### config.mk
export PLATFORM = sky130hd
export DESIGN_NAME = norm_seq_ctrl
export DESIGN_NICKNAME = d
export VERILOG_FILES = /design/src/rtl/norm_pkg.sv /design/src/rtl/norm_lzc.sv /design/src/rtl/norm_seq_ctrl.sv
export SDC_FILE = /design/constraint.sdc
export NUM_CORES = 1
export LEC_CHECK = 0
export ABC_AREA = 1
export CORE_MARGIN = 4
export CORE_UTILIZATION = 33
export DETAILED_ROUTE_END_ITERATION = 6
export SYNTH_ARGS = -nofsm -noshare
export SYNTH_HDL_FRONTEND = slang
export SYNTH_HIERARCHICAL = 1
export SYNTH_SLANG_ARGS = --single-unit
export TNS_END_PERCENT = 20
### constraint.sdc
create_clock -name clk -period 3.7 [get_ports clk]
set_clock_uncertainty 0.05 [all_clocks]
set_input_delay 1.11 -clock clk [delete_from_list [all_inputs] [get_ports clk]]
set_output_delay 1.11 -clock clk [all_outputs]
set_load 0.02 [all_outputs]
### src/rtl/norm_pkg.sv
// Shared types and width helpers for the post-add normalization controller.
// The optional denormal-clamping feature is selected with NORM_DENORM_EN.
package norm_pkg;

  typedef enum logic [1:0] {
    IDLE,
    SCAN,
    DONE
  } norm_state_t;

  localparam int EMIN = 1;

  // Bits needed to hold a count in 0..n inclusive (n a power of two)
  function automatic int cntWidth(input int n);
    return $clog2(n) + 1;
  endfunction

endpackage

### src/rtl/norm_lzc.sv
// Combinational leading-zero counter over one CHUNK-bit slice.
// Reports CHUNK when the slice is all zero.
module norm_lzc
  import norm_pkg::*;
#(
  parameter int CHUNK = 8
) (
  input  logic [CHUNK-1:0]               data_i,
  output logic [cntWidth(CHUNK)-1:0]     count_o
);

  localparam int CW = cntWidth(CHUNK);

  // Scanning upward lets the highest set bit have the final say
  always_comb begin
    count_o = CW'(CHUNK);
    for (int i = 0; i < CHUNK; i++) begin
      if (data_i[i]) begin
        count_o = CW'(CHUNK - 1 - i);
      end
    end
  end

endmodule

### src/rtl/norm_seq_ctrl.sv
// Iterative normalization controller: shifts the sum left one chunk per cycle.
// Define NORM_DENORM_EN to clamp the exponent at EMIN and emit denormals.
module norm_seq_ctrl
  import norm_pkg::*;
#(
  parameter int WIDTH = 64,
  parameter int CHUNK = 8,
  parameter int EXPW  = 11
) (
  input  logic                         clk,
  input  logic                         reset,
  input  logic                         in_valid,
  output logic                         in_ready,
  input  logic [WIDTH-1:0]             in_sum,
  input  logic [EXPW-1:0]              in_exp,
  output logic                         out_valid,
  input  logic                         out_ready,
  output logic [WIDTH-1:0]             out_mant,
  output logic [EXPW-1:0]              out_exp,
  output logic [cntWidth(WIDTH)-1:0]   out_shift,
  output logic                         out_zero,
  output logic                         out_uflow,
  output logic                         busy
);

  localparam int SW = cntWidth(WIDTH);
  localparam int CW = cntWidth(CHUNK);
  localparam int EW = EXPW + 1;
  localparam logic signed [EW-1:0] EMIN_S = EW'(EMIN);

  norm_state_t             state_q, state_d;
  logic [WIDTH-1:0]        sum_q, sum_d;
  logic signed [EW-1:0]    exp_q, exp_d;
  logic [SW-1:0]           cnt_q, cnt_d;
  logic [WIDTH-1:0]        mant_q, mant_d;
  logic [EXPW-1:0]         oexp_q, oexp_d;
  logic [SW-1:0]           shift_q, shift_d;
  logic                    zero_q, zero_d;
  logic                    uflow_q, uflow_d;

  logic [CW-1:0]           lz;
  logic signed [EW-1:0]    stepS;
  logic [SW-1:0]           step;
  logic                    clamp;
  logic [WIDTH-1:0]        sumShift;
  logic signed [EW-1:0]    expNext;
  logic [SW-1:0]           cntNext;
  logic                    scanDone;
  logic                    accept;

  norm_lzc #(.CHUNK(CHUNK)) u_lzc (
    .data_i  (sum_q[WIDTH-1 -: CHUNK]),
    .count_o (lz)
  );

`ifdef NORM_DENORM_EN
  logic signed [EW-1:0] expM1;

  // Never step past EMIN; a negative budget (exp 0 on entry) means no shift at all
  always_comb begin
    expM1 = exp_q - EMIN_S;
    clamp = $signed(EW'(lz)) > expM1;
    if (clamp) begin
      stepS = expM1[EW-1] ? '0 : expM1;
    end else begin
      stepS = EW'(lz);
    end
    step = SW'(stepS);
  end
`else
  always_comb begin
    clamp = 1'b0;
    stepS = EW'(lz);
    step  = SW'(lz);
  end
`endif

  always_comb begin
    sumShift = sum_q << step;
    expNext  = exp_q - stepS;
    cntNext  = cnt_q + step;
    scanDone = (lz != CW'(CHUNK)) | clamp;
  end

  assign in_ready  = (state_q == IDLE) && !reset;
  assign accept    = in_valid && in_ready;
  assign out_valid = (state_q == DONE);
  assign busy      = (state_q != IDLE);
  assign out_mant  = mant_q;
  assign out_exp   = oexp_q;
  assign out_shift = shift_q;
  assign out_zero  = zero_q;
  assign out_uflow = uflow_q;

  always_comb begin
    state_d = state_q;
    sum_d   = sum_q;
    exp_d   = exp_q;
    cnt_d   = cnt_q;
    mant_d  = mant_q;
    oexp_d  = oexp_q;
    shift_d = shift_q;
    zero_d  = zero_q;
    uflow_d = uflow_q;
    unique case (state_q)
      IDLE: begin
        if (accept) begin
          sum_d   = in_sum;
          exp_d   = {1'b0, in_exp};
          cnt_d   = '0;
          zero_d  = 1'b0;
          uflow_d = 1'b0;
          if (in_sum == '0) begin
            state_d = DONE;
            mant_d  = '0;
            oexp_d  = '0;
            shift_d = '0;
            zero_d  = 1'b1;
          end else begin
            state_d = SCAN;
          end
        end
      end
      SCAN: begin
        sum_d = sumShift;
        exp_d = expNext;
        cnt_d = cntNext;
        // Result registers are loaded only on the way into DONE
        if (scanDone) begin
          state_d = DONE;
          mant_d  = sumShift;
          shift_d = cntNext;
          oexp_d  = clamp ? EXPW'(EMIN) : expNext[EXPW-1:0];
          uflow_d = clamp | (expNext < EMIN_S);
        end
      end
      DONE: begin
        if (out_ready) begin
          state_d = IDLE;
        end
      end
      default: state_d = IDLE;
    endcase
  end

  always_ff @(posedge clk) begin
    if (reset) begin
      state_q <= IDLE;
      sum_q   <= '0;
      exp_q   <= '0;
      cnt_q   <= '0;
      mant_q  <= '0;
      oexp_q  <= '0;
      shift_q <= '0;
      zero_q  <= 1'b0;
      uflow_q <= 1'b0;
    end else begin
      state_q <= state_d;
      sum_q   <= sum_d;
      exp_q   <= exp_d;
      cnt_q   <= cnt_d;
      mant_q  <= mant_d;
      oexp_q  <= oexp_d;
      shift_q <= shift_d;
      zero_q  <= zero_d;
      uflow_q <= uflow_d;
    end
  end

endmodule

# Word level (Yosys, flattened, before mapping)
# Index checks and enable logic that the tools add are counted.
# totals
reg_bits,169
inputBits,79
output_inout_bits,87
elab_cells,67
# op_classes
n_addsub,2
order_cmp,1
eq_ne,7
shift,1
mux,35
reduce_logical,12
# op_table
cell,count
2-to-1 mux 64 bit,4
case mux 64 bit (2 select lines),2
zero test 64 bit,1
left shift 64 x 4 -> 64 bit,1
2-to-1 mux 11 bit,3
2-to-1 mux 4 bit,8
2-to-1 mux 7 bit,4
case mux 7 bit (2 select lines),2
case mux 12 bit (2 select lines),1
case mux 11 bit (2 select lines),1
< comparator 12 x 2 -> 1 bit (second input constant),1
2-to-1 mux 12 bit,1
subtractor 12 x 5 -> 12 bit,1
2-to-1 mux 2 bit,4
adder 7 x 4 -> 7 bit,1
case mux 2 bit (3 select lines),1
AND reduction 3 bit,2
inequality test 2 x 1 -> 1 bit (second input constant),2
inequality test 2 bit (second input constant),2
inequality test 4 bit (second input constant),1
AND reduction 2 bit,2
AND reduction 4 bit,1
nonzero test 2 bit,2
2-to-1 mux 1 bit,3
6 further kinds,7

# Depth between registers and ports, before layout
# logic_depth
word_depth,12
ltp_mapped,21
mapped_depth_nobuf,21

# Hierarchy
# Netlist, hierarchy kept.
# by_module_without_submodules
mod,instances,cells_each,area_each_um2
norm_seq_ctrl,1,1636,10179.8
norm_lzc,1,21,101.3

# Worst setup path after synthesis
# Ideal clock, no wire load.
# synth_timing
path_type,reg2reg
from,register sum_q[57]
to,register exp_q[11]
arrival_time_ns,2.883
slack_ns,0.697
path_stages_with_launch,19
cell_sequence,dfxtp_1 -> or2_4 -> nor2_1 -> a21oi_1 -> buf_2 -> inv_1 -> buf_2 -> buf_1 -> ha_1 -> clkbuf_1 -> a21oi_1 -> nand2_1 -> nand2_1 -> nand3_1 -> nor2_1 -> nand2_1 -> xor2_1 -> or2_0 -> a21oi_1
# synth_between
elab_chain_len,9
# synth_lines
item,line,rtl
"start, declared",norm_seq_ctrl.sv:32,"logic [WIDTH-1:0] sum_q, sum_d;"
"start signal, assigned",norm_seq_ctrl.sv:159,sum_q <= sum_d;
2-to-1 mux 4 bit (7 in series),norm_lzc.sv:18,if (data_i[i]) begin
named net lz[2],norm_seq_ctrl.sv:41,logic [CW-1:0] lz;
subtractor 12 x 5 -> 12 bit,norm_seq_ctrl.sv:80,expNext = exp_q - stepS;
case mux 12 bit (2 select lines),norm_seq_ctrl.sv:105,unique case (state_q)
"end signal, assigned",norm_seq_ctrl.sv:160,exp_q <= exp_d;
"end, declared",norm_seq_ctrl.sv:33,"logic signed [EW-1:0] exp_q, exp_d;"
# The timed path passes the listed nets, and every way through them passes these cells.
# A chain may end at the register's enable or synchronous reset.

# Final worst setup path
# layout_timing
from,input port in_sum[54]
to,register mant_q[46] (netlist: out_mant[46])
# layout_between
elab_chain_len,3
# layout_lines
item,line,rtl
"start, declared",norm_seq_ctrl.sv:14,"input logic [WIDTH-1:0] in_sum,"
zero test 64 bit,norm_seq_ctrl.sv:113,if (in_sum == '0) begin
inequality test 2 x 1 -> 1 bit (no line),n/a,
AND reduction 4 bit (no line),n/a,
"end signal, assigned",norm_seq_ctrl.sv:162,mant_q <= mant_d;
"end, declared",norm_seq_ctrl.sv:35,"logic [WIDTH-1:0] mant_q, mant_d;"
# No other way between the ends.

==> results_dict.tcl <==
set metrics [dict create \
    outcome "complete, no violations" \
    power_mw 6.03 \
    fin_cells 2165 \
    critPathTopFamily "simple AND/OR/NAND/NOR gates" \
    final_nets 1845 \
    async_flop_share_pct 0 \
    dpl.cell_count 2133 \
    timing.fmax_mhz 316 \
    dieArea_mm2 0.0340 \
    syn-cell-area_mm2 0.0103 \
    vias 11200 \
    cts_buffers 17 \
    combPwrFrac_pct 33.7 \
    ant_nets 0 \
    p_sw_share_pct 36.9 \
    cpPeakStageDelay_ns 0.46 \
    fin_crit_sh_pct 85.6 \
    cp_num_buf_inv 2 \
    arrival_ns 3.47 \
    cts_resized 0 \
    synth_edf_count 0 \
    rsz0062_at_grt "false" \
    area_growth_pct 25.6 \
    cts.clk_slew.worst_paths_ns 0.07 \
    postSynthCellCount 1657 \
    die_h_um 185 \
    num_rows 64 \
    final_util_pct 42.1 \
    initial_core_util_pct 33.5 \
    cap_viol_max_count 0 \
    cts_tree "done" \
    die_w_um 185 \
    htree_levels 4 \
    layout_commonest_cell "nand2_1" \
    grt_overflow 0 \
    dp.final_hpwl_mm 24.5 \
    p_per_area_mw_per_mm2 467 \
    cp-end-kind "flip-flop" \
    io_pins 166 \
    setup_violations 0 \
    hold_viol 0 \
    cp-start-kind "primary input" \
    intPower_mw 3.81 \
    antenna_cells 0 \
    grt_pass1_vias 10500 \
    pwr-share-seq_pct 33.0 \
    synthFlopType "dfxtp_1" \
    portBuffers 165 \
    syn_area_per_cell_um2 6.20 \
    root_buffer "clkbuf_16" \
    grt_max_degree 84 \
    switchingPower_mw 2.23 \
    core-area_mm2 0.0307 \
    vias_per_cell 5.19 \
    setup_ws_ns 0.534 \
    firstDrtPassIters 6 \
    drt_iter0_markers 778 \
    drc 0 \
    setup_tns_ns 0 \
    wl_mm 34.6 \
    crit_top_cell "nand2_1" \
    ctsHoldBuffers 0 \
    cp.required_ns 4.00 \
    yosysSeqAreaShare_pct 32.9 \
    post-place-ws_ns 0.105 \
    cp_max_fo 50 \
    min_path_type "reg -> reg" \
    clock_latency_ns 0.43 \
    postCtsSetupBuffers 0 \
    final_cell_mix "610 x nand2_1, 169 x dfxtp_1, 164 x clkdlybuf4s50_1" \
    slowest_stage "clkdlybuf4s50_1" \
    ir_drop_mv 0.334 \
    cts.sinks 169 \
    path_cells "clkdlybuf4s50_1 -> or2_2 -> nor4_1 -> nand2_1 -> nor2_1 -> nand2_1 -> nand2_2 -> buf_12 -> nand3_1 -> a21oi_1" \
    ys_ff_latch 169 \
    synth_nets 1746 \
    critPathKind "in -> reg" \
    final.min_clock_period_ns 3.17 \
    antenna_found_initial 0 \
    gp_congestion 0.899 \
    yosys_warnings 6 \
    clk_path_buf_depth 2 \
    p_leak_nw 5.59 \
    slew_headroom_pct 35.5 \
    grt_pass1_wl_mm 55.6 \
    synth_cell_type_count 46 \
    track_usage_pct 19.9 \
    slew_viol_final 0 \
    layout-drive-gt1-share_pct 6.84 \
    tightest_slew_ns 0.967 \
    wl_per_cell_um 16.0 \
    clock_power_share_pct 33.2 \
]
## stage by stage
stage	area, um2	hold WS (ns)
detailed placement	12300	0.403
floorplan	10300	0.395
finish	12900	0.411
CTS	12900	0.412
global placement	12300	0.398
global route	12900	0.429
## path summary, 6_finish.rpt
| kind | from | end | slack [ns] | cells past startpoint |
|---|---|---|---|---|
| worst max-delay path | in_sum[54] | out_mant[46] | 0.53 | 10 |
| worst min-delay path | out_mant[21] | out_mant[21] | 0.41 | 2 |
| worst max register to register | sum_q[57] | out_mant[37] | 0.65 | 13 |
| worst min register to register | out_mant[21] | out_mant[21] | 0.41 | 2 |
## final cells by class
class | count | area (um2)
fill | 3303 | 17800
multi-input combinational | 1259 | 5990
sequential | 169 | 3380
timing repair buffer | 199 | 1980
tap | 396 | 495
clock buffer | 22 | 484
inverter | 110 | 413
clock inverter | 10 | 164
## state kept, by name, summed over array words and instances (netlist names)
| name | flops |
|---|---|
| out_shift | 7 |
| sum_q | 64 |
| exp_q | 12 |
| out_mant | 64 |
| out_uflow | 1 |
| cnt_q | 7 |
| out_zero | 1 |
| out_exp | 11 |
| state_q | 2 |
## power groups by stage
stage	registers (mW)	logic (mW)	clock network [mW]
final	1.99	2.04	2.01
after global routing	2.00	2.32	2.11
after CTS	1.99	2.02	2.04
after detailed placement	2.03	2.00	0
after global placement	2.03	2.00	0
after floorplan	2.03	1.44	0
## layer usage
metal / GRT usage, % / up-vias / part of all wire, %
met5: 0 / - / 0
met4: 5.00 / 0 / 1.5
met3: 2.66 / 35 / 5.5
met2: 31.3 / 376 / 44
met1: 28.8 / 5162 / 49
li1: - / 5672 / -
## cell usage after synthesis (2+ instances only)
library cell  instances  area share [%]
a221oi_1              3            0.26
xor2_1                3            0.26
nand3_1             161             7.8
nor3_1                4            0.19
dfxtp_1             169              33
a31oi_1               8            0.49
or2_1                 3            0.18
a21oi_1             115             5.6
nor4_1                7            0.43
a22oi_1               2            0.15
a211oi_1              2            0.15
o22ai_1               2            0.12
o21ai_0             135             6.6
clkinv_1              2           0.073
inv_2                 9            0.33
buf_4                10            0.73
o21a_1                2            0.15
clkbuf_1             50             1.8
nand2_1             610              22
nor3b_1               2            0.15
buf_1                23            0.84
inv_1                99             3.6
o221ai_1             51             4.3
o21ai_1               2           0.097
mux2i_1               2            0.19
ha_1                  8            0.97
nand4_1               7            0.43
nand2_2               2            0.12
or2_2                31             1.9
and2_1               10            0.61
o211ai_1              5            0.37
buf_6                 2            0.22
nor2_1               70             2.6
buf_2                33             1.6
fa_1                  2            0.39
## cell families after synthesis
logic type                 share of synthesized area [%]
AOI/OAI and AO/OA                                   18.4
xor gates and xnor gates                           0.256
adders and majority gates                           1.36
buffers and inverters                               9.29
DFF                                                 32.9
muxes                                              0.195
and+or+nand+nor                                     37.6
## tightest hold or removal path: stages (launching register included)
cell	delay, ns
dfxtp_1	0.31
nand2_1	0.06
a21oi_1	0.05
Power figures use the tool's default switching activity.
